[src/rtl/count_dir_decoder.sv]
// Receive-side monitor for an up/down counter bus: classifies each sample-to-sample
// transition, recovers direction, locks on steady motion and counts illegal jumps.
// Define CNT_DIR_DECODER_WRAP_EN to accept the max->0 and 0->max wrap transitions as steps.
module count_dir_decoder #(
  parameter int WIDTH    = 3,
  parameter int LOCK_CNT = 4
) (
  input  logic             clk,
  input  logic             reset,
  input  logic [WIDTH-1:0] count_in,
  output logic             dir,
  output logic             step_valid,
  output logic             locked,
  output logic             err,
  output logic [7:0]       err_count
);

  typedef enum logic [1:0] {
    IDLE = 2'd0,
    ACQ  = 2'd1,
    LOCK = 2'd2
  } state_t;

  localparam logic [WIDTH-1:0] ONE      = WIDTH'(1);
  localparam logic [WIDTH-1:0] MAX_VAL  = '1;
  localparam logic [3:0]       LOCK_RUN = 4'(LOCK_CNT);

  state_t           state;
  logic [WIDTH-1:0] prev;
  logic [3:0]       run;

  logic [WIDTH-1:0] prev_inc;
  logic [WIDTH-1:0] prev_dec;
  logic             wrap_up;
  logic             wrap_down;
  logic             is_up;
  logic             is_down;
  logic             is_hold;
  logic             is_step;
  logic [3:0]       run_next;

  // NOTE: every signal assigned in always_comb gets a value on every path,
  // otherwise synthesis infers a latch to hold the old value.
  always_comb begin
    prev_inc  = prev + ONE;
    prev_dec  = prev - ONE;
`ifdef CNT_DIR_DECODER_WRAP_EN
    wrap_up   = 1'b0;
    wrap_down = 1'b0;
`else
    wrap_up   = (prev == MAX_VAL) && (count_in == '0);
    wrap_down = (prev == '0) && (count_in == MAX_VAL);
`endif
    is_up    = (count_in == prev_inc) && !wrap_up;
    is_down  = (count_in == prev_dec) && !wrap_down;
    is_hold  = (count_in == prev);
    is_step  = is_up || is_down;
    // A first step or a step in the held direction extends the run; a reversal restarts it.
    run_next = ((run == 4'd0) || (is_down == dir)) ? run + 4'd1 : 4'd1;
  end

  // NOTE: sequential state uses non-blocking assignments so every register
  // samples pre-edge values regardless of statement order.
  always_ff @(posedge clk) begin
    if (reset) begin
      state      <= IDLE;
      prev       <= '0;
      run        <= 4'd0;
      dir        <= 1'b0;
      step_valid <= 1'b0;
      locked     <= 1'b0;
      err        <= 1'b0;
      err_count  <= 8'd0;
    end else begin
      step_valid <= 1'b0;
      err        <= 1'b0;
      case (state)
        IDLE: begin
          prev  <= count_in;
          run   <= 4'd0;
          state <= ACQ;
        end
        ACQ: begin
          prev <= count_in;
          if (is_step) begin
            step_valid <= 1'b1;
            dir        <= is_down;
            run        <= run_next;
            if (run_next >= LOCK_RUN) begin
              state  <= LOCK;
              locked <= 1'b1;
            end
          end else if (!is_hold) begin
            err <= 1'b1;
            if (err_count != 8'hFF) err_count <= err_count + 8'd1;
            run <= 4'd0;
          end
        end
        LOCK: begin
          prev <= count_in;
          if (is_step) begin
            step_valid <= 1'b1;
            if (is_down != dir) begin
              dir    <= is_down;
              run    <= 4'd1;
              state  <= ACQ;
              locked <= 1'b0;
            end
          end else if (!is_hold) begin
            err <= 1'b1;
            if (err_count != 8'hFF) err_count <= err_count + 8'd1;
            run    <= 4'd0;
            state  <= ACQ;
            locked <= 1'b0;
          end
        end
        default: begin
          state  <= IDLE;
          locked <= 1'b0;
        end
      endcase
    end
  end

endmodule

[config.mk]
export PLATFORM = sky130hd
export DESIGN_NAME = count_dir_decoder
export DESIGN_NICKNAME = d
export VERILOG_FILES = /design/src/rtl/count_dir_decoder.sv
export SDC_FILE = /design/constraint.sdc
export NUM_CORES = 1
export LEC_CHECK = 0
export CAP_MARGIN = 15
export CORE_UTILIZATION = 30
export DETAILED_ROUTE_END_ITERATION = 12
export DONT_BUFFER_PORTS = 1
export PLACE_DENSITY = 0.42
export SYNTH_ARGS = -nofsm -noshare
export SYNTH_HDL_FRONTEND = slang
export SYNTH_SLANG_ARGS = --single-unit
[constraint.sdc]
create_clock -name clk -period 4.2 [get_ports clk]
set_clock_uncertainty 0.05 [all_clocks]
set_input_delay 0.84 -clock clk [delete_from_list [all_inputs] [get_ports clk]]
set_output_delay 0.84 -clock clk [all_outputs]
set_load 0.05 [all_outputs]
==> qor.yml <==
whs_ns: 0.474
ant_nets: 0
cts-root-buf: "clkbuf_8"
cp-start-kind: "flip-flop"
antenna_found_initial: 0
synth_cell_type_count: 42
min_path_type: "flip-flop to flip-flop"
grt_pass1_vias: 974
antenna_cells: 0
synth_area_per_cell_um2: 8.72
worst-path-max-fanout: 7
synth_area_leaders: "dfxtp_1 (32%), ha_1 (11%), xor2_1 (5.3%)"
place_area_um2: 1390
synthesis.area_um2: 1330
synthArstFlopShare_pct: 0
final_common_cell: "dfxtp_1"
status: "complete, no violations"
arrival_ns: 2.73
slew_violations: 0
syn_nets: 170
globalplace.congestion: 0.761
dr.pass1.iters: 4
yosysSeqAreaShare_pct: 31.5
hold_buffers: 0
setup_violations: 0
clkPwrFrac_pct: 30.7
ctsResizeCount: 0
tightest_slew_ns: 0.887
crit_path_top_delay_cell: "a211oi_4"
core_um2: 4140
layout.cells.most_common_list: "dfxtp_1 (21), nor2_1 (16), nand2_1 (15)"
crit_chain: "inv_1 -> ha_1 -> nor2b_1 -> a21oi_1 -> o21ai_2 -> a211oi_4 -> nand2_1 -> nor2_1 -> mux2_2"
p_int_w: 0.000306
clock_path_buffers: 2
cts_sinks: 21
cts_buffers: 3
switchingPower_w: 0.000139
rr_endpoint: "err_count[4]"
die_w_um: 68.7
wl_per_cell_um: 12.7
first_iter_violations: 28
layout-drive-gt1-share_pct: 9.09
utilization_pct: 34.7
vias_per_cell: 5.13
cts_tree: "yes"
cts-htree-levels: 1
wirelength_um: 2580
clock_latency_ns: 0.26
portBuffers: 0
p_leak_nw: 0.541
reg2regPathDepth: 9
seqPwrFrac_pct: 51.6
fp.dieH_um: 68.7
finalCritPeriodShare_pct: 62.5
nets: 172
synth-edff-count: 0
grt_usage_pct: 12.8
r2r_start: "prev[0]"
synth_area_leader_cell: "dfxtp_1"
power_density_nw_per_um2: 310
ys_warn_count: 0
total_power_w: 0.000445
swShare_pct: 31.3
required_ns: 4.31
comb_power_share_pct: 17.7
rows: 23
cts_setup_buffers: 0
die_area_um2: 4720
synth_cells: 153
dp_hpwl_um: 2040
r2r_slack_ns: 1.58
clock.fmax_mhz: 381
max_stage_delay_ns: 0.44
setup.worst_path.end_class: "flip-flop"
area_growth_pct: 7.69
crit_start: "prev[0]"
min_period_ns: 2.62
slew_headroom_pct: 40.4
holdCritStartpoint: "run[1]"
holdPathEnd: "run[1]"
rsz0062_at_grt: "no"
fin_area_um2: 1440
synth-seq-cells: 21
crit_buf_inv: 1
yosys.area.top_type_share_pct: 31.5
synthFlopType: "dfxtp_1"
vdd_drop_max_mv: 0.147
grt_max_degree: 17
crit_family: "compound AO/OA/AOI/OAI gates"
hold_path_depth: 2
grt_pass1_wl_um: 4460
post-route-drc-count: 0
grt-ovfl-total: 0
start_util_pct: 32.2
max_cap_violations: 0
clk_pin_slew_ns: 0.08
vias: 1047
hold_viol_final: 0
critical_path_class: "flip-flop to flip-flop"
finalSetupTns_ns: 0
io_pins: 17
## cell families (layout without fill, tap and decap cells)
logic type      count (synthesis)  count (layout)  synth area share [%]
simple gates                   56              56                  21.1
compound gates                 32              32                  17.7
flops                          21              21                  31.5
xor+xnor                       14              14                  10.3
fa+ha+maj                      12              12                  11.3
buf+inv                        12              13                  3.47
mux                             6               6                  4.60
## worst min-delay path, stage by stage, from the launching register on
cell and delay [ns]:
dfxtp_1 0.35, nand2_1 0.06, o21ai_0 0.06
## flip-flops by register name, indices dropped and copies added, names as in the netlist
name        cells
prev            3
dir             1
err             1
err_count       8
step_valid      1
run             4
state           2
locked          1
## worst max path at each step
stage          slack, ns  cells after the start           end
2_1_floorplan       1.52                      7  err_count[4]
5_1_grt             1.35                      9  err_count[4]
4_1_cts             1.53                      9  err_count[4]
3_3_place_gp        1.37                      7  err_count[4]
3_5_place_dp        1.31                      7  err_count[4]
6_report            1.58                      9  err_count[4]
## metrics by stage
stage                     setup WS, ns  instances
after global placement            1.37        200
after detailed placement          1.31        200
after global routing              1.35        204
after floorplan                   1.52        153
after CTS                         1.53        204
final                             1.58        204
## layer usage
metal / global-route usage (%) / vias up / share of wire (%)
met4: 3.39 / 0 / 0.66
met1: 15.6 / 479 / 49
met2: 21.2 / 18 / 46
li1: - / 548 / -
met3: 4.44 / 2 / 4.3
met5: 0 / - / 0
## power by group through the flow
stage               combinational [W]  clock (W)  sequential (W)
finish                      0.0000788   0.000137        0.000230
global route                0.0000890   0.000151        0.000231
CTS                         0.0000796   0.000146        0.000230
detailed placement          0.0000793          0        0.000235
global placement            0.0000798          0        0.000235
floorplan                   0.0000674          0        0.000232
## cell usage after synthesis (2+ instances only)
library cell,n
a211o_1,2
a21o_1,2
a21oi_1,7
clkbuf_1,3
dfxtp_1,21
ha_1,12
inv_1,8
mux2i_1,5
nand2_1,15
nand3_1,6
nand4_1,4
nor2_1,16
nor2b_1,3
nor3_1,2
nor3b_1,2
o21ai_0,7
or4b_1,2
xnor2_1,4
xor2_1,8
xor2_2,2
## area by class of cell
type                            count  area [um^2]
Fill cell                         455         2710
Multi-Input combinational cell    120          867
Sequential cell                    21          420
Tap cell                           50         62.6
Clock buffer                        3         41.3
Inverter                            8         30.0
Clock inverter                      1         7.51
Timing Repair Buffer                1         7.51
Power figures use the tool's default switching activity.
